<file path="src/rtl/mvu_seq_accumulator.sv">
`default_nettype none
// ============================================================================
// Module   : mvu_seq_accumulator
// Purpose  : Per-lane signed accumulation of the replay-buffer stream. Each
//            sequence, terminated by ilast, yields one PE-wide result word.
//            The final-repetition flag travels with that result.
// Revision : 1.0 - initial release
// ============================================================================
module mvu_seq_accumulator #(
    parameter int PE = 4,
    parameter int IW = 8,
    parameter int OW = 24
) (
    input  logic             clk,
    input  logic             rst,
    input  logic [PE*IW-1:0] idat,
    input  logic             ilast,
    input  logic             ifin,
    input  logic             ivld,
    output logic             irdy,
    output logic [PE*OW-1:0] odat,
    output logic             ofin,
    output logic             ovld,
    input  logic             ordy
);

    // Reject parameter sets that cannot describe a meaningful datapath.
    if (OW < IW || PE == 0 || IW == 0) begin : g_bad_params
        $error("mvu_seq_accumulator: illegal parameters PE=%0d IW=%0d OW=%0d", PE, IW, OW);
    end

    logic w_accept;
    logic w_load_out;
    logic r_first;
    logic r_ovld;
    logic r_ofin;

    // Non-last beats touch only the accumulators, so only a last beat can be
    // held off, and only while the single output entry cannot be freed.
    assign irdy       = !ilast || !r_ovld || ordy;
    assign w_accept   = ivld && irdy;
    assign w_load_out = w_accept && ilast;

    assign ovld = r_ovld;
    assign ofin = r_ofin;

    // First marks the opening beat of a sequence; it masks the stale
    // accumulator so no explicit clear is needed between sequences.
    always_ff @(posedge clk) begin
        if (rst) begin
            r_first <= 1'b1;
        end else if (w_accept) begin
            r_first <= ilast;
        end
    end

    // One-entry output register: a new result reloads it even while the
    // previous one is being consumed, sustaining one result per cycle.
    always_ff @(posedge clk) begin
        if (rst) begin
            r_ovld <= 1'b0;
            r_ofin <= 1'b0;
        end else if (w_load_out) begin
            r_ovld <= 1'b1;
            r_ofin <= ifin;
        end else if (r_ovld && ordy) begin
            r_ovld <= 1'b0;
        end
    end

    for (genvar i = 0; i < PE; i++) begin : g_lane
        logic [IW-1:0]    w_lane;
        logic [OW+IW-1:0] w_ext;
        logic [OW-1:0]    w_x;
        logic [OW-1:0]    w_sum;
        logic [OW-1:0]    r_acc;
        logic [OW-1:0]    r_out;

        // Sign-extend the lane; the extra IW bits keep this legal when OW == IW.
        assign w_lane = idat[i*IW +: IW];
        assign w_ext  = {{OW{w_lane[IW-1]}}, w_lane};
        assign w_x    = w_ext[OW-1:0];
        // Modulo-2^OW sum: overflow wraps, no saturation.
        assign w_sum  = (r_first ? '0 : r_acc) + w_x;

        assign odat[i*OW +: OW] = r_out;

        // Running partial sum; left untouched by the last beat since First
        // masks it on the next sequence anyway.
        always_ff @(posedge clk) begin
            if (rst) begin
                r_acc <= '0;
            end else if (w_accept && !ilast) begin
                r_acc <= w_sum;
            end
        end

        // Result lane captured on the last beat and held until replaced.
        always_ff @(posedge clk) begin
            if (rst) begin
                r_out <= '0;
            end else if (w_load_out) begin
                r_out <= w_sum;
            end
        end
    end

endmodule
`default_nettype wire

</file>
<file path="config.mk">
export PLATFORM = sky130hd
export DESIGN_NAME = mvu_seq_accumulator
export DESIGN_NICKNAME = d
export VERILOG_FILES = /design/src/rtl/mvu_seq_accumulator.sv
export SDC_FILE = /design/constraint.sdc
export NUM_CORES = 1
export LEC_CHECK = 0
export CORE_ASPECT_RATIO = 0.5
export CORE_MARGIN = 2
export CORE_UTILIZATION = 45
export DETAILED_ROUTE_END_ITERATION = 6
export GPL_TIMING_DRIVEN = 0
export PLACE_DENSITY = 0.74
export SLEW_MARGIN = 20
export SYNTH_ARGS = -nofsm -noshare
export SYNTH_HDL_FRONTEND = slang
export SYNTH_SLANG_ARGS = --single-unit
</file>
<file path="constraint.sdc">
create_clock -name clk -period 4 [get_ports clk]
set_input_delay 1.2 -clock clk [delete_from_list [all_inputs] [get_ports clk]]
set_output_delay 1.2 -clock clk [all_outputs]
set_load 0.01 [all_outputs]
</file>
# After elaboration in Yosys (flattened, before gate mapping)
# Index checks and enable logic that the tools add are counted.
word_totals:
  elab_cells: 30
  in_bits: 38
  ff_bits: 195
  out_inout_bits: 99
op_classes:
  mux: 6
  reduce_logical: 9
  add_sub_neg: 4
ops:
  columns: ["operator", "n"]
  rows:
  - ["24-bit adder", 4]
  - ["24-bit two-way mux", 4]
  - ["1-bit logical AND", 4]
  - ["1-bit logical NOT", 2]
  - ["1-bit logical OR", 2]
  - ["1-bit two-way mux", 2]
  - ["2-bit nonzero test", 1]

# Longest topological paths before layout
# Gate-level depths: netlist of the first run.
logic_depth:
  depth_word: 6
  depth_mapped: 12
  mapped_depth_nobuf: 10

# Worst setup path before layout of the first run
# OpenSTA, ideal clock, no wires.
synth_path:
  path_kind: "input -> register"
  from: "in idat[16]"
  to: "reg g_lane[2].r_acc[22]"
  path_buffers: 0
  setup_time_ps: 62
  slack_ps: 565
  arrival_ps: 3372
  t_required_ps: 3938
  cell_stages: 9
  path_cell_list: "ha_1 fa_1 a21o_1 a21oi_4 o21ai_2 a221oi_4 a211oi_1 or4_1 nand3_1"
synth_between:
  elab_chain_cells: 1
synth_lines:
  columns: ["item", "line", "text"]
  rows:
  - ["from (decl)", "16", "input logic [PE*IW-1:0] idat,"]
  - ["24-bit adder", "84", "assign w_sum = (r_first ? '0 : r_acc) + w_x;"]
  - ["to (signal assigned)", "94", "r_acc <= w_sum;"]
  - ["to (decl)", "76", "logic [OW-1:0] r_acc;"]
# No other way between the ends.
# A chain may end at the register's enable or synchronous reset.

# Worst setup path after layout of the first run
layout_path:
  from: "reg r_first"
  to: "reg g_lane[2].r_out[23]"
layout_between:
  elab_chain_cells: 2
layout_lines:
  columns: ["item", "line", "text"]
  rows:
  - ["from (decl)", "34", "logic r_first;"]
  - ["from (signal assigned)", "53", "r_first <= ilast;"]
  - ["24-bit two-way mux", "84", null]
  - ["24-bit adder", "84", null]
  - ["to (signal assigned)", "103", "r_out <= w_sum;"]
  - ["to (decl)", "77", "logic [OW-1:0] r_out;"]
# No other way between the ends.

==> results.sh, run 1 <==
export IMPL_synth_main_ff_cell="dfxtp_1"
export IMPL_wl_met3_um=5140
export IMPL_min_from="g_lane[1].r_acc[11]"
export IMPL_placeableCoreArea_sq_mm=0.0279
export IMPL_critPathKind="reg -> reg"
export IMPL_rr_worst_depth=11
export IMPL_reg2reg_slack_ps=100
export IMPL_hold_end="g_lane[1].r_acc[11]"
export IMPL_worst_ep_arrival_time_ps=4220
export IMPL_clkSlewWorstSetupHoldPaths_ps=80
export IMPL_comb_power_share_pct=19.1
export IMPL_rr_endpoint="g_lane[2].r_out[23]"
export IMPL_dpl_cell_area_sq_mm=0.0147
export IMPL_synth_top_family_by_area="simple AND/OR/NAND/NOR gates"
export IMPL_cts_max_level=4
export IMPL_final_design_area_no_fill_sq_mm=0.0153
export IMPL_synth_simple_gate_area_share_pct=27.2
export IMPL_async_reset_ff_share_pct=0
export IMPL_swShare_pct=29.9
export IMPL_critPathMaxStageDelay_ps=550
export IMPL_cts_tree="yes"
export IMPL_syn_cell_area_sq_mm=0.0129
export IMPL_skew_ps=11.4
export IMPL_gp_congestion=0.984
export IMPL_crit_fanout=10
export IMPL_dp_cells=2183
export IMPL_antenna_found_initial=0
export IMPL_power_switching_mw=1.47
export IMPL_ys_types=84
export IMPL_hold_class="reg -> reg"
export IMPL_crit_slowest_cell="a31oi_1"
export IMPL_setup_viol=0
export IMPL_syn_to_final_growth_pct=19.2
export IMPL_cap_violations=0
export IMPL_post_cts_buffers=0
export IMPL_drtIter0Drc=1720
export IMPL_ys_seq_area_share_pct=30.4
export IMPL_relSlewSlack_pct=29.6
export IMPL_min_path_cells=2
export IMPL_grt_pass1_wl_um=69500
export IMPL_wl_met1_um=20200
export IMPL_avgSynthCellArea_sq_um=7.72
export IMPL_cts_sinks=195
export IMPL_fp_dieH_um=124
export IMPL_pin_count=137
export IMPL_detail_route_antenna_nets=0
export IMPL_grt_max_degree=18
export IMPL_layout_min_cycle_time_ps=3900
export IMPL_ys_warn_count=0
export IMPL_synth_fa_ha_area_share_pct=9.57
export IMPL_highest_layer="met4"
export IMPL_power_density_mw_per_mm2=320
export IMPL_grtUsageTotal_pct=30.3
export IMPL_synth_edf_count=0
export IMPL_cts_hold_buf=0
export IMPL_irDropWorstVdd_uv=341
export IMPL_status="finished, final reports clean"
export IMPL_vias=13500
export IMPL_hold_viol_final=0
export IMPL_wl_per_cell_um=20.7
export IMPL_vias_per_cell=6.08
export IMPL_insertion_delay_ps=470
export IMPL_drv_slew=0
export IMPL_yosys_area_top_type_share_pct=30.4
export IMPL_worstPathRequired_ps=4320
export IMPL_io_buffers=135
export IMPL_wl_met2_um=19100
export IMPL_synthMuxAreaShare_pct=1.26
export IMPL_fin_crit_sh_pct=97.4
export IMPL_cp_end_kind="flop"
export IMPL_p_int_mw=3.44
export IMPL_drive_gt1_share_pct=4.20
export IMPL_layout_nets=1954
export IMPL_tightest_slew_ps=1060
export IMPL_ys_top_cells_by_area="dfxtp_1 (30%), ha_1 (8.9%), nand2_1 (7.1%)"
export IMPL_firstDrtPassIters=6
export IMPL_diodes=0
export IMPL_syn_num_nets=1800
export IMPL_grt_pass1_vias=12200
export IMPL_crit_chain="clkbuf_2, clkbuf_1, nor2b_1, ha_1, o21ai_0, o21ai_2, nand3b_1, a211o_1, a31oi_1, o221a_2, a21oi_1"
export IMPL_final_common_cell="nand2_1"
export IMPL_layout_cells_non_filler=2215
export IMPL_numCtsBuffers=17
export IMPL_rsz0062_at_grt="false"
export IMPL_grt_overflow=0
export IMPL_power_frac_seq_pct=43.1
export IMPL_r2r_start="r_first"
export IMPL_finalWirelength_um=45900
export IMPL_critPathLaunchType="flop"
export IMPL_power_frac_clock_pct=37.9
export IMPL_power_leakage_nw=6.01
export IMPL_synthXorXnorAreaFrac_pct=3.40
export IMPL_max_freq_ghz=0.257
export IMPL_synth_compound_area_share_pct=24.5
export IMPL_cts_path_max_buffers=2
export IMPL_start_util_pct=46.1
export IMPL_synth_seq_cells=195
export IMPL_clockRootBuffer="clkbuf_16"
export IMPL_layout_common_cells="nand2_1 (244), dfxtp_1 (195), a21oi_1 (178)"
export IMPL_drc=0
export IMPL_die_w_um=243
export IMPL_die_area_sq_mm=0.0300
export IMPL_yosys_area_top_type="dfxtp_1"
export IMPL_hpwl_um=33800
export IMPL_rows=43
export IMPL_syn_inst=1666
[flip-flops by register name, indices dropped and copies added, names as in the netlist]
name	flops
g_lane.r_acc	96
g_lane.r_out	96
ofin	1
ovld	1
r_first	1
[critical path: cells and delay by family, from the launching register on]
kind / cells / cell delay (ps)
AOI/OAI and AO/OA: 6 / 1730
adders and majority gates: 1 / 390
buffers and inverters: 2 / 850
DFF: 1 / 460
and+or+nand+nor: 2 / 290
[layout make-up]
cell class / count / area (sq um)
Buffer: 107 / 417
Multi-Input combinational cell: 1344 / 8490
Fill cell: 2668 / 12600
Sequential cell: 195 / 3900
Tap cell: 382 / 478
Timing Repair Buffer: 135 / 1350
Clock buffer: 17 / 425
Clock inverter: 15 / 188
Inverter: 20 / 75.1
[Yosys cell counts (29+ instances only)]
master      n
a211oi_1   29
a21o_1     47
a21oi_1   178
clkbuf_1   96
dfxtp_1   195
ha_1       92
nand2_1   244
nand3_1    89
nand4_1    29
nor2_1     83
nor2b_1   104
nor3_1     40
o21ai_0    67
xnor2_1    37
[per-layer routing]
metal | global-route usage, % | vias to the layer above
met2 | 46.1 | 635
met3 | 7.40 | 110
li1 | - | 6358
met1 | 41.6 | 6358
met4 | 11.8 | 0
met5 | 0 | -
[per-stage QoR]
step	setup slack [ps]	util (%)	hold slack (ps)	total power, mW	TNS, ps
2_1_floorplan	565	-	417	2.66	0
4_1_cts	18.1	54.8	450	4.88	0
3_5_place_dp	-702	52.6	435	3.06	-29100
5_1_grt	33.5	54.9	465	5.06	0
3_3_place_gp	-704	52.6	429	3.05	-28910
6_report	105	54.9	450	4.90	0
[cell families (layout without fill, tap and decap cells)]
family,after synthesis,after routing
buffers and inverters,127,294
XOR/XNOR,50,50
flip-flops,195,195
AO/OA/AOI/OAI,484,484
adder cells (fa/ha/maj),96,96
AND/OR/NAND/NOR,698,698
multiplexers,16,16
[timing repair]
item,CTS,global route
setup endpoints to repair,37,27
gates resized for setup,8,9
endpoints found under the hold margin,0,0
[power by group through the flow]
stage / Sequential (mW) / Combinational (mW) / Clock, mW
finish: 2.11 / 0.934 / 1.86
CTS: 2.11 / 0.909 / 1.86
detailed placement: 2.15 / 0.904 / 0
global route: 2.12 / 1.00 / 1.94
floorplan: 2.16 / 0.506 / 0
global placement: 2.15 / 0.896 / 0
[worst max path at each step]
stage	startpoint	end	slack [ps]	cells after the start
after floorplan	idat[16]	g_lane[2].r_acc[22]	570	9
after global placement	idat[15]	g_lane[1].r_out[23]	-700	8
after detailed placement	idat[15]	g_lane[1].r_acc[23]	-700	8
after CTS	r_first	g_lane[1].r_out[14]	20	11
after global routing	r_first	g_lane[2].r_out[16]	30	12
final	r_first	g_lane[2].r_out[23]	100	11
Note: power is estimated with default switching activity, not from simulation.
==> run 2, diff against run 1 <==
--- a/config.mk
+++ b/config.mk
@@ -5,12 +5,14 @@
 export SDC_FILE = /design/constraint.sdc
 export NUM_CORES = 1
 export LEC_CHECK = 0
+export ABC_AREA = 1
+export CELL_PAD_IN_SITES_DETAIL_PLACEMENT = 1
+export CELL_PAD_IN_SITES_GLOBAL_PLACEMENT = 1
 export CORE_ASPECT_RATIO = 0.5
 export CORE_MARGIN = 2
-export CORE_UTILIZATION = 45
+export CORE_UTILIZATION = 41
 export DETAILED_ROUTE_END_ITERATION = 6
-export GPL_TIMING_DRIVEN = 0
-export PLACE_DENSITY = 0.74
+export PLACE_DENSITY = 0.9
 export SLEW_MARGIN = 20
 export SYNTH_ARGS = -nofsm -noshare
 export SYNTH_HDL_FRONTEND = slang
==> run 2 against run 1 <==
Net effect: hold slack improved by 6.3 ps; fmax is 8.2% higher; clock-buffer cell count increased by 4; synthesized cell count up 47%; global-route usage down 3.4 points; via count up 13%; combinational power up 25%; flip-flop and latch count is the same; clock power down 6%; first-iteration DRC count is 49% lower; critical path type is now in -> out.
==> results.sh, run 2 <==
export IMPL_status="finished, final reports clean"
export IMPL_power_density_mw_per_mm2=299
export IMPL_fin_crit_sh_pct=90.0
export IMPL_grt_pass1_wl_um=79600
export IMPL_vias=15200
export IMPL_yosys_area_top_type="dfxtp_1"
export IMPL_critPathLaunchType="input pin"
export IMPL_avgSynthCellArea_sq_um=5.90
export IMPL_syn_cell_area_sq_mm=0.0145
export IMPL_hpwl_um=37600
export IMPL_cts_path_max_buffers=2
export IMPL_cts_max_level=4
export IMPL_grt_pass1_vias=15400
export IMPL_dp_slack_ps=400
export IMPL_layout_common_cells="nand2_1 (878), inv_1 (504), dfxtp_1 (194)"
export IMPL_antenna_found_initial=2
export IMPL_grtUsageTotal_pct=26.9
export IMPL_cp_end_kind="primary output"
export IMPL_hold_class="reg -> reg"
export IMPL_setup_viol=0
export IMPL_reg2reg_slack_ps=1210
export IMPL_post_cts_buffers=0
export IMPL_total_power_mw=5.07
export IMPL_min_from="g_lane[2].r_out[18]"
export IMPL_start_util_pct=41.8
export IMPL_cap_violations=0
export IMPL_gp_congestion=0.971
export IMPL_synth_main_ff_cell="dfxtp_1"
export IMPL_cts_sinks=195
export IMPL_async_reset_ff_share_pct=0
export IMPL_worst_ep_arrival_time_ps=2400
export IMPL_ys_warn_count=0
export IMPL_die_w_um=270
export IMPL_vias_per_cell=4.98
export IMPL_syn_num_nets=2583
export IMPL_crit_fanout=3
export IMPL_clkSlewWorstSetupHoldPaths_ps=80
export IMPL_synth_seq_cells=195
export IMPL_rr_endpoint="g_lane[2].r_acc[23]"
export IMPL_skew_ps=11.7
export IMPL_hold_end="g_lane[2].r_out[18]"
export IMPL_drtIter0Drc=878
export IMPL_cts_hold_buf=0
export IMPL_wl_met3_um=1770
export IMPL_pin_count=137
export IMPL_syn_inst=2449
export IMPL_clockRootBuffer="clkbuf_16"
export IMPL_wl_met2_um=22400
export IMPL_synth_common_cells="nand2_1 (878), inv_1 (504), dfxtp_1 (195)"
export IMPL_drv_slew=0
export IMPL_drc=0
export IMPL_highest_layer="met4"
export IMPL_insertion_delay_ps=460
export IMPL_numCtsBuffers=17
export IMPL_placeableCoreArea_sq_mm=0.0346
export IMPL_drive_gt1_share_pct=5.81
export IMPL_synth_edf_count=0
export IMPL_max_freq_ghz=0.278
export IMPL_hold_viol_final=0
export IMPL_rr_worst_depth=13
export IMPL_layout_nets=2701
export IMPL_io_buffers=136
export IMPL_fp_dieH_um=137
export IMPL_critPathKind="in -> out"
export IMPL_die_area_sq_mm=0.0369
export IMPL_yosys_area_top_type_share_pct=27.0
export IMPL_synth_most_common_cell="nand2_1"
export IMPL_wl_met1_um=24200
export IMPL_ys_top_cells_by_area="dfxtp_1 (27%), nand2_1 (23%), inv_1 (13%)"
export IMPL_syn_to_final_growth_pct=17.0
export IMPL_rows=48
export IMPL_finalWirelength_um=49600
export IMPL_top_regs="g_lane.r_acc (96), g_lane.r_out (96)"
export IMPL_min_path_cells=2
export IMPL_grt_overflow=0
export IMPL_relSlewSlack_pct=54.0
export IMPL_firstDrtPassIters=5
export IMPL_fin_tns_setup_ps=0
export IMPL_power_leakage_nw=9.34
export IMPL_rsz0062_at_grt="false"
export IMPL_detail_route_antenna_nets=0
export IMPL_n_fill_cell=4900
export IMPL_grt_max_degree=129
export IMPL_worstPathRequired_ps=2800
export IMPL_layout_min_cycle_time_ps=3600
export IMPL_final_common_cell="nand2_1"
export IMPL_final_setup_worst_slack_ps=400
export IMPL_r2r_start="r_first"
export IMPL_cts_resized=0
export IMPL_ys_types=35
export IMPL_cts_tree="yes"
export IMPL_wl_per_cell_um=16.2
export IMPL_irDropWorstVdd_uv=250
export IMPL_tightest_slew_ps=690
export IMPL_ys_seq_area_share_pct=27.0
run 2: changes by cell type in the layout (fill, tap and decap cells not counted), sizes merged, moves of 20 or more:
cell,before,now
o311ai,20,0
a211oi,30,0
nand2,245,912
nor2,84,209
and3,20,0
nor3,40,8
or4,20,0
a21oi,182,123
nand3,89,144
clkbuf,114,21
a21o,47,0
inv,21,521
nor2b,104,0
run 2: stage by stage:
stage | hold slack, ps | std cells | instance area [sq um] | util [%]
finish | 457 | 3057 | 16900 | 48.9
detailed placement | 446 | 3023 | 16400 | 47.3
global route | 483 | 3057 | 16900 | 48.9
global placement | 438 | 3023 | 16400 | 47.3
floorplan | 430 | 2449 | 14500 | -
CTS | 459 | 3055 | 16900 | 48.9
run 2: how the worst max path moves through the flow:
stage / from / end / slack, ps / cells past startpoint
after floorplan: idat[24] / g_lane[3].r_acc[8] / 1300 / 10
after global placement: ordy / irdy / 460 / 4
after detailed placement: ordy / irdy / 400 / 4
after CTS: ordy / irdy / 400 / 4
after global routing: ordy / irdy / 340 / 4
final: ordy / irdy / 400 / 4
run 2: cell families after synthesis:
kind of cell / after synthesis / share of synthesized area (%)
simple gates: 1303 / 37.7
buf+inv: 577 / 15.3
flops: 195 / 27.0
compound gates: 238 / 8.97
xor+xnor: 40 / 2.48
fa+ha+maj: 96 / 8.52
run 2: area by class of cell:
cell class / instances / area (sq um) / area share, %
inverter: 518 / 1950 / 11.5
sequential: 195 / 3910 / 23.1
clock buffer: 21 / 460 / 2.72
clock inverter: 11 / 101 / 0.599
antenna: 2 / 5.00 / 0.0296
multi-input combinational: 1677 / 8350 / 49.3
timing repair buffer: 158 / 1560 / 9.21
tap: 475 / 594 / 3.51
run 2: routing by layer:
metal  vias to the layer above  GRT usage [%]
met5                         -              0
met4                         0           8.46
met3                        63           3.18
met2                       249           46.0
met1                      7265           35.8
li1                       7652              -
run 2: power breakdown:
group	total [mW]	internal (mW)	switching [mW]	leakage, nW
registers	2.14	2.07	0.0741	1.60
clock network	1.75	0.897	0.856	0.278
logic	1.17	0.427	0.744	7.46
run 2: critical path, cell delays in order:
cell and delay, ps:
clkdlybuf4s50_1 410, nor2_1 230, nand2_1 80, clkdlybuf4s50_1 480
